[src/rtl/multi_diff_sampler.sv]
// N-channel comparator sampler: synchronise each input, count high cycles per 2^W window,
// average 2^A windows, then publish results with a valid strobe, peak hold and sequence number.
module multi_diff_sampler #(
    parameter int unsigned CHANNELS     = 2,
    parameter int unsigned MAX_WIN_LOG2 = 10,
    parameter int unsigned COUNT_W      = MAX_WIN_LOG2 + 1
) (
    input  logic                          pwm_clk,
    input  logic                          rst,
    input  logic                          enable,
    input  logic [3:0]                    win_log2,
    input  logic [1:0]                    avg_log2,
    input  logic                          peak_clr,
    input  logic [CHANNELS-1:0]           diff_in,
    output logic [CHANNELS*COUNT_W-1:0]   count_out,
    output logic                          count_valid,
    output logic [CHANNELS*COUNT_W-1:0]   peak_out,
    output logic [7:0]                    window_seq
);

    localparam int unsigned AccW = COUNT_W + 3;

    typedef enum logic {StIdle, StRun} state_e;

    state_e state_q, state_d;
    logic   count_en;

    logic [CHANNELS-1:0]         sync1_q, sync2_q;
    logic [MAX_WIN_LOG2-1:0]     win_cnt_q, win_cnt_d, win_mask;
    logic [2:0]                  win_num_q, win_num_d, avg_mask;
    logic [3:0]                  w_clamp, w_q, w_d, w_eff;
    logic [1:0]                  a_q, a_d, a_eff;
    logic                        grp_start, win_last, grp_last;
    logic [COUNT_W-1:0]          chan_cnt_q [CHANNELS];
    logic [COUNT_W-1:0]          chan_cnt_d [CHANNELS];
    logic [COUNT_W-1:0]          sum_c      [CHANNELS];
    logic [COUNT_W-1:0]          res_c      [CHANNELS];
    logic [AccW-1:0]             acc_q      [CHANNELS];
    logic [AccW-1:0]             acc_d      [CHANNELS];
    logic [AccW-1:0]             acc_sum    [CHANNELS];
    logic [CHANNELS*COUNT_W-1:0] count_q, count_d, peak_q, peak_d;
    logic                        valid_q, valid_d;
    logic [7:0]                  seq_q, seq_d;

    // ---------------- FSM ----------------
    always_ff @(posedge pwm_clk) begin
        if (rst) state_q <= StIdle;
        else     state_q <= state_d;
    end

    always_comb begin
        state_d = state_q;
        unique case (state_q)
            StIdle:  if (enable)  state_d = StRun;
            StRun:   if (!enable) state_d = StIdle;
            default: state_d = StIdle;
        endcase
    end

    // The first cycle sampled with enable high is already sample 0, so IDLE counts too.
    always_comb begin
        count_en = 1'b0;
        unique case (state_q)
            StIdle:  count_en = enable;
            StRun:   count_en = enable;
            default: count_en = 1'b0;
        endcase
    end

    // ---------------- Window / group control ----------------
    always_comb begin
        w_clamp = win_log2;
        if (win_log2 == 4'd0)                      w_clamp = 4'd1;
        else if (win_log2 > 4'(MAX_WIN_LOG2))      w_clamp = 4'(MAX_WIN_LOG2);
    end

    // Config is taken live on the group's first cycle and from the latch afterwards.
    assign grp_start = (win_cnt_q == '0) && (win_num_q == '0);
    assign w_eff     = grp_start ? w_clamp : w_q;
    assign a_eff     = grp_start ? avg_log2 : a_q;
    assign win_mask  = ~({MAX_WIN_LOG2{1'b1}} << w_eff);
    assign avg_mask  = ~(3'b111 << a_eff);
    assign win_last  = (win_cnt_q == win_mask);
    assign grp_last  = win_last && (win_num_q == avg_mask);

    always_comb begin
        for (int c = 0; c < CHANNELS; c++) begin
            sum_c[c]   = chan_cnt_q[c] + COUNT_W'(sync2_q[c]);
            acc_sum[c] = acc_q[c] + AccW'(sum_c[c]);
            res_c[c]   = COUNT_W'(acc_sum[c] >> a_eff);
        end
    end

    always_comb begin
        win_cnt_d = win_cnt_q;
        win_num_d = win_num_q;
        w_d       = w_q;
        a_d       = a_q;
        count_d   = count_q;
        peak_d    = peak_clr ? '0 : peak_q;
        valid_d   = 1'b0;
        seq_d     = seq_q;
        for (int c = 0; c < CHANNELS; c++) begin
            chan_cnt_d[c] = chan_cnt_q[c];
            acc_d[c]      = acc_q[c];
        end

        if (!count_en) begin
            win_cnt_d = '0;
            win_num_d = '0;
            for (int c = 0; c < CHANNELS; c++) begin
                chan_cnt_d[c] = '0;
                acc_d[c]      = '0;
            end
        end else begin
            w_d       = w_eff;
            a_d       = a_eff;
            win_cnt_d = win_last ? '0 : win_cnt_q + 1'b1;
            if (win_last) win_num_d = grp_last ? 3'd0 : win_num_q + 3'd1;
            for (int c = 0; c < CHANNELS; c++) begin
                if (win_last) begin
                    chan_cnt_d[c] = '0;
                    acc_d[c]      = grp_last ? '0 : acc_sum[c];
                end else begin
                    chan_cnt_d[c] = sum_c[c];
                end
                if (grp_last) begin
                    count_d[c*COUNT_W +: COUNT_W] = res_c[c];
                    // A coincident clear restarts the peak from the fresh result.
                    if (peak_clr || (res_c[c] > peak_q[c*COUNT_W +: COUNT_W])) begin
                        peak_d[c*COUNT_W +: COUNT_W] = res_c[c];
                    end
                end
            end
            if (grp_last) begin
                valid_d = 1'b1;
                seq_d   = seq_q + 8'd1;
            end
        end
    end

    // ---------------- State ----------------
    always_ff @(posedge pwm_clk) begin
        if (rst) begin
            sync1_q   <= '0;
            sync2_q   <= '0;
            win_cnt_q <= '0;
            win_num_q <= '0;
            w_q       <= 4'd1;
            a_q       <= '0;
            count_q   <= '0;
            peak_q    <= '0;
            valid_q   <= 1'b0;
            seq_q     <= '0;
            for (int c = 0; c < CHANNELS; c++) begin
                chan_cnt_q[c] <= '0;
                acc_q[c]      <= '0;
            end
        end else begin
            sync1_q   <= diff_in;
            sync2_q   <= sync1_q;
            win_cnt_q <= win_cnt_d;
            win_num_q <= win_num_d;
            w_q       <= w_d;
            a_q       <= a_d;
            count_q   <= count_d;
            peak_q    <= peak_d;
            valid_q   <= valid_d;
            seq_q     <= seq_d;
            for (int c = 0; c < CHANNELS; c++) begin
                chan_cnt_q[c] <= chan_cnt_d[c];
                acc_q[c]      <= acc_d[c];
            end
        end
    end

    assign count_out   = count_q;
    assign count_valid = valid_q;
    assign peak_out    = peak_q;
    assign window_seq  = seq_q;

endmodule

[config.mk]
export PLATFORM = sky130hd
export DESIGN_NAME = multi_diff_sampler
export DESIGN_NICKNAME = d
export VERILOG_FILES = /design/src/rtl/multi_diff_sampler.sv
export SDC_FILE = /design/constraint.sdc
export NUM_CORES = 1
export LEC_CHECK = 0
export CAP_MARGIN = 20
export CELL_PAD_IN_SITES_DETAIL_PLACEMENT = 0
export CELL_PAD_IN_SITES_GLOBAL_PLACEMENT = 2
export CORE_MARGIN = 2
export CORE_UTILIZATION = 39
export DETAILED_ROUTE_END_ITERATION = 10
export MAX_ROUTING_LAYER = met4
export PLACE_DENSITY_LB_ADDON = 0.1
export SLEW_MARGIN = 30
export SYNTH_ARGS = -nofsm -noshare
export SYNTH_HDL_FRONTEND = slang
export SYNTH_SLANG_ARGS = --single-unit
[constraint.sdc]
create_clock -name pwm_clk -period 8.88 [get_ports pwm_clk]
set_input_delay 1.776 -clock pwm_clk [delete_from_list [all_inputs] [get_ports pwm_clk]]
set_output_delay 1.776 -clock pwm_clk [all_outputs]
set_load 0.03 [all_outputs]
== After elaboration in Yosys (flattened, before gate mapping) ==
Memories as Yosys holds them, arrays and structs flattened.
Index checks and enable logic that the tools add are counted.

* Register bits: 76
* Bits in writable memories: 50
* Input bits: 12
* Output and inout bits: 53
* Logic and storage cells: 72
* Memories: 2

* $add $sub $neg: 7
* Order comparisons: 3
* Eq/ne operators: 2
* Shifts and indexed selects: 4
* Mux-type cells: 27
* Bitwise logic cells: 7
* Reduce and logical (&&, ||, !) cells: 10

{| class="wikitable"
|+ Memory list
! name !! words !! bits a word !! read ports !! clocked after memory_dff !! write ports !! RTL line !! source
|-
| acc_q || 2 || 14 || 2 || 0 || 2 || 38 || <nowiki>logic [AccW-1:0] acc_q [CHANNELS];</nowiki>
|-
| chan_cnt_q || 2 || 11 || 2 || 0 || 2 || 34 || <nowiki>logic [COUNT_W-1:0] chan_cnt_q [CHANNELS];</nowiki>
|}

{| class="wikitable"
|+ Operator list
! cell !! count
|-
| $mux 11 || 8
|-
| $mux 14 || 6
|-
| $mux 22 || 3
|-
| $add 14x11->14 || 2
|-
| $mux 28 || 1
|-
| $shr 14x2->11 || 2
|-
| $add 11x1->11 || 2
|-
| $gt 11x11->1 || 2
|-
| $mux 4 || 3
|-
| $add 10x1->10 const B || 1
|-
| $eq 10x10->1 || 1
|-
| $logic_not 10->1 || 1
|-
| $not 10->10 || 1
|-
| $shl 10x4->10 const A || 1
|-
| $add 8x1->8 const B || 1
|-
| $gt 4x4->1 const B || 1
|-
| $logic_not 4->1 || 1
|-
| $mux 1 || 4
|-
| $or 1x1->1 || 4
|-
| $add 3x1->3 const B || 1
|-
| $eq 3x3->1 || 1
|-
| $logic_not 3->1 || 1
|-
| $mux 3 || 1
|-
| $not 3->3 || 1
|-
| 8 further kinds || 10
|}

== Depth between registers and ports, before layout ==
Gate-level depths: netlist (run 1).

* Depth in word-level cells: 12
* Depth in mapped cells: 21
* Mapped depth without buffers: 19

== Worst setup path after synthesis (run 1) ==
OpenSTA, ideal clock, no wires.

* Path kind: input-to-reg
* Start point: input avg_log2[1]
* End point: register peak_q[12] (netlist: peak_out[12])
* Setup time: 0.120 ns
* Arrival: 4.653 ns
* Required time: 8.760 ns
* Setup slack: 4.107 ns
* Cell stages on the path: 15
* Buffers on the path: 3
* Cells stage by stage: nand4_1 > a21boi_0 > clkbuf_1 > clkbuf_1 > o211ai_1 > o21a_1 > ha_1 > nor2b_1 > o21a_1 > o211ai_1 > a21oi_1 > a211oi_1 > or4_4 > buf_6 > mux2i_1

{| class="wikitable"
|+ RTL lines
! item !! RTL line !! source
|-
| start, declared || 12 || <nowiki>input logic [1:0] avg_log2,</nowiki>
|-
| end signal, assigned || 167 || <nowiki>peak_q <= peak_d;</nowiki>
|-
| end, declared || 41 || <nowiki>logic [CHANNELS*COUNT_W-1:0] count_q, count_d, peak_q, peak_d;</nowiki>
|}

==> qor.csv, run 1 <==
stage;metric;value;unit
route;firstDrtPassIters;5;
sta;worstMarginPinSlew;0.878;ns
critical_path;critPathRequiredTime;9.19;ns
global_route;grt-ovfl-total;0;
logic_synthesis;synth_top_cell_by_area;dfxtp_1;
route;vias_per_cell;5.33;
clock_tree;cts_buffers;17;
logic_synthesis;synth_ff_type;dfxtp_1;
global_route;grt_use_total;20.9;%
sta;setup_viol;0;
route;routedWlPerCell;16.6;um
sta;finalHoldViolations;0;
clock_tree;cts_root_buf;clkbuf_16;
cells_and_area;nNetsFinal;1065;
outcome;status;complete, no violations;
pwr;power.density;151;nW/um2
sta;fin_crit;5.07;ns
critical_path;cp_max_fo;30;
global_route;grt_pass1_vias;6866;
logic_synthesis;syn_inst;953;
floorplan;fp.dieW;147;um
floorplan;dieArea;21700;um2
logic_synthesis;ys_types;75;
global_route;grt_pass1_wl;35400;um
clock_tree;cts-resized-gates;0;
sta;worst_hold_slack;0.453;ns
critical_path;start_kind;primary input;
global_route;antenna_found_initial;0;
pwr;power.leakage;0.00388;uW
critical_path;crit_path_end_kind;flip-flop;
global_route;grt_max_degree;47;
floorplan;placementRows;52;
pwr;seq_power_share;39.9;%
sta;fin_crit_sh;57.1;%
logic_synthesis;ys_seq_area_share;31.5;%
route;route.vias.total;6824;
clock_tree;clkTransAtPathRegs;0.06;ns
logic_synthesis;syn_nets;1021;
sta;skew;0.0106;ns
pwr;power_frac_comb;9.2;%
cells_and_area;drive_above_1_share;7.43;%
sta;fin_tns_setup;0;ns
pwr;p_sw;360;uW
route;antenna_left;0;
clock_tree;clk_path_buf_depth;2;
pwr;p_int;1080;uW
critical_path;critPathKind;primary input to flip-flop;
route;routed_wl;21200;um
route;route.detailed.drc;0;
critical_path;r2r-start;chan_cnt_q[0][3];
min_path;hold_class;flip-flop to flip-flop;
logic_synthesis;yosysTopAreaCellShare;31.5;%
logic_synthesis;yosysWarningCount;0;
clock_tree;h-tree-depth;4;
floorplan;die_h;147;um
floorplan;start_util;39.7;%
critical_path;critPathLaunch;avg_log2[0];
cells_and_area;layout_commonest_cell;dfxtp_1;
clock_tree;cts_hold_buf;0;
cells_and_area;area_growth_syn_to_layout;18.6;%
pwr;switching_share;25.0;%
placement;portBuffers;64;
pwr;worst_ir_drop_vdd;0.000131;V
cells_and_area;antenna_cells;0;
sta;finalMaxSlewViolations;0;
sta;relSlewSlack;41.4;%
route;drt_iter0_drc;289;
sta;fmax;0.197;GHz
floorplan;io_pins;65;
min_path;min-delay-start;sync1_q[0];
cells_and_area;fill_cells;2049;
pwr;pwr-share-clk;50.8;%
cells_and_area;layout_common_cells;dfxtp_1 (126), nand2_1 (110), mux2i_1 (79), nor2_1 (78), clkdlybuf4s50_1 (64);
logic_synthesis;syn_avg_cell_area;8.41;um2
sta;rsz0062_at_grt;false;
clock_tree;cts.sinks;126;
logic_synthesis;synth_edf_count;0;
clock_tree;clk_latency;0.42;ns
logic_synthesis;yosys-top-cells-area;dfxtp_1 (31%), mux2i_1 (9.9%), ha_1 (8.4%);
run;max-cap-violations;0;
floorplan;core_area;20200;um2
logic_synthesis;synth-async-reset-ratio;0;%
critical_path;cp_data_arrival_time;5.38;ns
clock_tree;cts_tree;built;
logic_synthesis;ys_ff_latch;126;
placement;gp_congestion;0.818;
clock_tree;cts_setup_buffers;0;
logic_synthesis;syn-cell-area;8010;um2
placement;dpl.hpwl;15600;um
worst max-delay path: stages:
cell and delay, ns:
clkdlybuf4s50_1 0.51, mux2_2 0.59, mux2i_1 0.31, a21oi_1 0.12, ha_1 0.31, nor2b_1 0.12, o211ai_1 0.09, nand3b_1 0.10
o2111ai_1 0.12, a21o_1 0.17, a21oi_1 0.15, o2111a_1 0.59, mux2_2 0.40
path summary, 6_finish.rpt:
path,slack [ns],endpoint,depth (start not counted)
max,3.81,peak_out[9],13
min,0.45,sync2_q[0],1
max reg2reg,3.99,peak_out[9],18
min reg2reg,0.45,sync2_q[0],1
synthesized netlist by cell type, types with 6 or more instances:
| library cell | count |
|---|---|
| a211oi_1 | 22 |
| o2111ai_1 | 6 |
| o21a_1 | 14 |
| or2_2 | 7 |
| dfxtp_1 | 126 |
| a32o_1 | 6 |
| nand4_1 | 12 |
| nor2b_1 | 19 |
| nand2b_1 | 11 |
| a21o_1 | 6 |
| nor2_1 | 79 |
| a21oi_1 | 43 |
| o211ai_1 | 11 |
| ha_1 | 54 |
| xnor2_1 | 27 |
| or3_1 | 10 |
| mux2_2 | 8 |
| inv_1 | 40 |
| buf_2 | 9 |
| and3_1 | 37 |
| nand3_1 | 26 |
| a22oi_1 | 6 |
| nand2_1 | 110 |
| and2_1 | 7 |
| o21ai_0 | 27 |
| xor2_1 | 16 |
| mux2i_1 | 79 |
| nor3_1 | 19 |
| clkbuf_1 | 34 |
cells by family after synthesis:
| group | Yosys count | share of synthesized area [%] |
|---|---|---|
| AO/OA/AOI/OAI | 187 | 16.3 |
| flip-flops | 126 | 31.5 |
| AND/OR/NAND/NOR | 359 | 22.3 |
| buffers and inverters | 91 | 4.54 |
| adder cells (fa/ha/maj) | 56 | 8.93 |
| multiplexers | 91 | 11.7 |
| XOR/XNOR | 43 | 4.70 |
area by class of cell:
class	instances	area, um2	area share, %
Clock inverter	13	161	1.70
Clock buffer	19	453	4.77
Tap cell	270	338	3.56
Inverter	41	154	1.62
Sequential cell	126	2520	26.6
Multi-Input combinational cell	736	5150	54.2
Timing Repair Buffer	75	723	7.61
sequential cells by signal, indices dropped and copies added, names as in the netlist, 3 cells and up:
register	cells
acc_q	28
window_seq	8
w_q	4
win_num_q	3
chan_cnt_q	22
count_out	22
win_cnt_q	10
peak_out	22
metrics by stage:
step | total power [uW] | cell area, um2 | utilization (%) | setup slack (ns) | cells
after floorplan | 682 | 8010 | - | 4.11 | 953
after global placement | 722 | 8880 | 44.1 | 3.42 | 1248
after detailed placement | 721 | 8880 | 44.1 | 3.37 | 1248
after CTS | 1460 | 9500 | 47.1 | 3.80 | 1280
after global routing | 1500 | 9500 | 47.1 | 3.50 | 1280
final | 1440 | 9500 | 47.1 | 3.81 | 1280
layer usage:
metal | global-route usage [%] | share of wire, %
met5 | - | 0
met4 | 6.49 | 2.2
met3 | 3.63 | 2.6
met1 | 25.5 | 46
met2 | 35.4 | 49
power by group through the flow:
stage / logic, uW / registers [uW] / clock network (uW)
2_1_floorplan: 98.0 / 584 / 0
3_3_place_gp: 135 / 587 / 0
3_5_place_dp: 133 / 587 / 0
4_1_cts: 135 / 575 / 749
5_1_grt: 150 / 575 / 775
6_report: 133 / 575 / 731
Note: power is estimated with default switching activity, not from simulation.
==> run 2: changes to the inputs <==
--- a/config.mk
+++ b/config.mk
@@ -9,7 +9,7 @@
 export CELL_PAD_IN_SITES_DETAIL_PLACEMENT = 0
 export CELL_PAD_IN_SITES_GLOBAL_PLACEMENT = 2
 export CORE_MARGIN = 2
-export CORE_UTILIZATION = 39
+export CORE_UTILIZATION = 33
 export DETAILED_ROUTE_END_ITERATION = 10
 export MAX_ROUTING_LAYER = met4
 export PLACE_DENSITY_LB_ADDON = 0.1
==> constraint.sdc (replaced) <==
create_clock -name pwm_clk -period 4.5 [get_ports pwm_clk]
set_input_delay 0.9 -clock pwm_clk [delete_from_list [all_inputs] [get_ports pwm_clk]]
set_output_delay 0.9 -clock pwm_clk [all_outputs]
set_load 0.03 [all_outputs]
==> run 2 against run 1 <==
Effect of this change:
- clock skew grew 0.0014 ns
- sequential cell count is the same
- clock power grew 85%
- non-clock buffer count grew 60
- power grew 94%
- critical path type is now flip-flop to flip-flop
- critical endpoint is now peak_out[14]
- largest power group unchanged
- highest routed layer unchanged
==> qor.csv, run 2 (synthesis results as in run 1) <==
stage;metric;value;unit;change
outcome;status;complete, no violations;;
clock_tree;cts.sinks;126;;unchanged
critical_path;crit_path_end_kind;flip-flop;;
route;route.detailed.drc;0;;unchanged
route;route.vias.total;7209;;+5.6%
critical_path;reg2reg_depth;20;;+2
floorplan;placementRows;57;;+9.6%
sta;fin_crit;4.31;ns;
floorplan;core_area;24100;um2;+20%
cells_and_area;nNetsFinal;1126;;+5.7%
critical_path;start_kind;flip-flop;;
cells_and_area;top_register;acc_q;;
clock_tree;cts_tree;built;;
route;firstDrtPassIters;5;;unchanged
sta;worstMarginPinSlew;0.818;ns;-0.0602 ns
sta;setup_viol;0;;unchanged
clock_tree;clk_latency;0.43;ns;about the same
sta;skew;0.0121;ns;+0.00142 ns
sta;finalHoldViolations;0;;unchanged
global_route;grt_pass1_wl;38000;um;+7.2%
cells_and_area;fill_cells;2495;;+22%
critical_path;cp_max_fo;6;;-80%
pwr;power.density;270;nW/um2;+78%
floorplan;dieArea;25500;um2;+18%
critical_path;critPathLaunch;sync2_q[1];;
sta;fmax;0.232;GHz;
floorplan;fp.dieW;160;um;+8.5%
route;vias_per_cell;5.16;;-3.1%
global_route;grt-ovfl-total;0;;unchanged
cells_and_area;layout_common_cells;dfxtp_1 (124), nand2_1 (110), mux2i_1 (78), nor2_1 (75), buf_4 (67);;
critical_path;reg2reg_slack;0.19;ns;-3.80 ns
route;antenna_left;0;;unchanged
critical_path;critPathKind;flip-flop to flip-flop;;
pwr;worst_ir_drop_vdd;0.000186;V;+42%
pwr;finalPower;2790;uW;+94%
cells_and_area;layout_commonest_cell;dfxtp_1;;
cells_and_area;final_util;42.9;%;-4.2 points
global_route;antenna_found_initial;0;;unchanged
floorplan;die_h;160;um;+8.5%
global_route;grt_use_total;19.1;%;-1.8 points
floorplan;io_pins;65;;unchanged
global_route;grt_max_degree;46;;-2.1%
sta;fin_crit_sh;95.8;%;
critical_path;r2r-start;sync2_q[1];;
min_path;holdPathEnd;sync2_q[0];;
min_path;min_path_cells;1;;unchanged
min_path;hold_class;flip-flop to flip-flop;;
sta;relSlewSlack;45.5;%;+4.1 points
cells_and_area;drive_above_1_share;17.7;%;+10 points
clock_tree;clkTransAtPathRegs;0.06;ns;about the same
clock_tree;h-tree-depth;4;;unchanged
min_path;min-delay-start;sync1_q[0];;
placement;dpl.hpwl;17100;um;+9.7%
sta;finalMaxSlewViolations;0;;unchanged
clock_tree;cts_root_buf;clkbuf_16;;
critical_path;reg2reg_to;peak_out[14];;
run;max-cap-violations;0;;unchanged
global_route;grt_pass1_vias;7098;;+3.4%
route;routedWlPerCell;16.9;um;+2.2%
placement;portBuffers;64;;unchanged
cells_and_area;largest_reg_flops;28;;unchanged
floorplan;start_util;33.2;%;-6.5 points
clock_tree;clk_path_buf_depth;2;;unchanged
critical_path;cp_data_arrival_time;4.62;ns;-0.76 ns
critical_path;critPathRequiredTime;4.81;ns;-4.38 ns
pwr;power.leakage;0.00419;uW;+8.0%
placement;gp_congestion;0.795;;-2.8%
route;routed_wl;23600;um;+11%
cells_and_area;area_growth_syn_to_layout;29.2;%;
route;drt_iter0_drc;240;;-17%
clock_tree;cts_buffers;17;;unchanged
## run 2: critical path, cell delays in order, from the launching register on
cell and delay (ns):
dfxtp_2 0.33, ha_2 0.17, nand4_1 0.18, nor2_4 0.17, nand3_2 0.11, xnor2_2 0.26
ha_4 0.25, buf_4 0.14, nor2_2 0.14, nor3b_2 0.08, a31o_2 0.23, a21oi_1 0.11
buf_4 0.14, mux2i_1 0.10, mux2i_1 0.30, ha_1 0.31, nand4_1 0.16, o32a_1 0.16
o21ai_1 0.09, or4_4 0.61, mux2i_1 0.15
## run 2: worst max-delay path by stage
| stage | slack [ns] | cells after the start | to |
|---|---|---|---|
| global route | -0.06 | 20 | peak_out[14] |
| detailed placement | 0.05 | 18 | peak_out[14] |
| CTS | 0.01 | 19 | peak_out[21] |
| global placement | 0.09 | 17 | peak_out[9] |
| finish | 0.19 | 20 | peak_out[14] |
| floorplan | 0.43 | 19 | peak_out[12] |
## run 2: final cells by class
type / instances / area [um2] / share of cell area, %
clock inverter: 14 / 133 / 1.28
sequential: 126 / 2520 / 24.4
inverter: 41 / 154 / 1.49
tap: 324 / 405 / 3.92
antenna: 1 / 2.50 / 0.0242
multi-input combinational: 737 / 5480 / 52.9
clock buffer: 18 / 429 / 4.15
timing repair buffer: 135 / 1220 / 11.8
## run 2: repair_timing
item | CTS | global route
pin swaps | 1 | 13
hold buffers | 0 | 0
gates resized for setup | 1 | 66
cloned | 0 | 1
setup endpoints to repair | 10 | 22
endpoints found under the hold margin | 0 | 0
setup buffers | 0 | 6
## run 2: per-stage QoR
stage	TNS, ns	instance area, um2	std cells	worst slack, ns	hold WS [ns]
3_5_place_dp	0	9410	1356	0.0529	0.448
3_3_place_gp	0	9410	1356	0.0862	0.435
5_1_grt	-0.401	10300	1395	-0.0553	0.463
2_1_floorplan	0	8010	953	0.433	0.414
4_1_cts	0	9970	1388	0.0133	0.458
6_report	0	10300	1396	0.190	0.452
## run 2: power breakdown
| part | total [uW] | switching (uW) | internal (uW) |
|---|---|---|---|
| Clock | 1350 | 578 | 769 |
| Sequential | 1130 | 11.7 | 1120 |
| Combinational | 311 | 182 | 128 |
## run 2: per-layer routing
| metal | share of wire, % | track usage (%) | vias to the layer above |
|---|---|---|---|
| met4 | 1.8 | 5.81 | 0 |
| met5 | 0 | - | - |
| met2 | 50 | 32.9 | 90 |
| met3 | 1.9 | 2.60 | 28 |
| met1 | 46 | 23.3 | 3451 |
| li1 | - | - | 3640 |
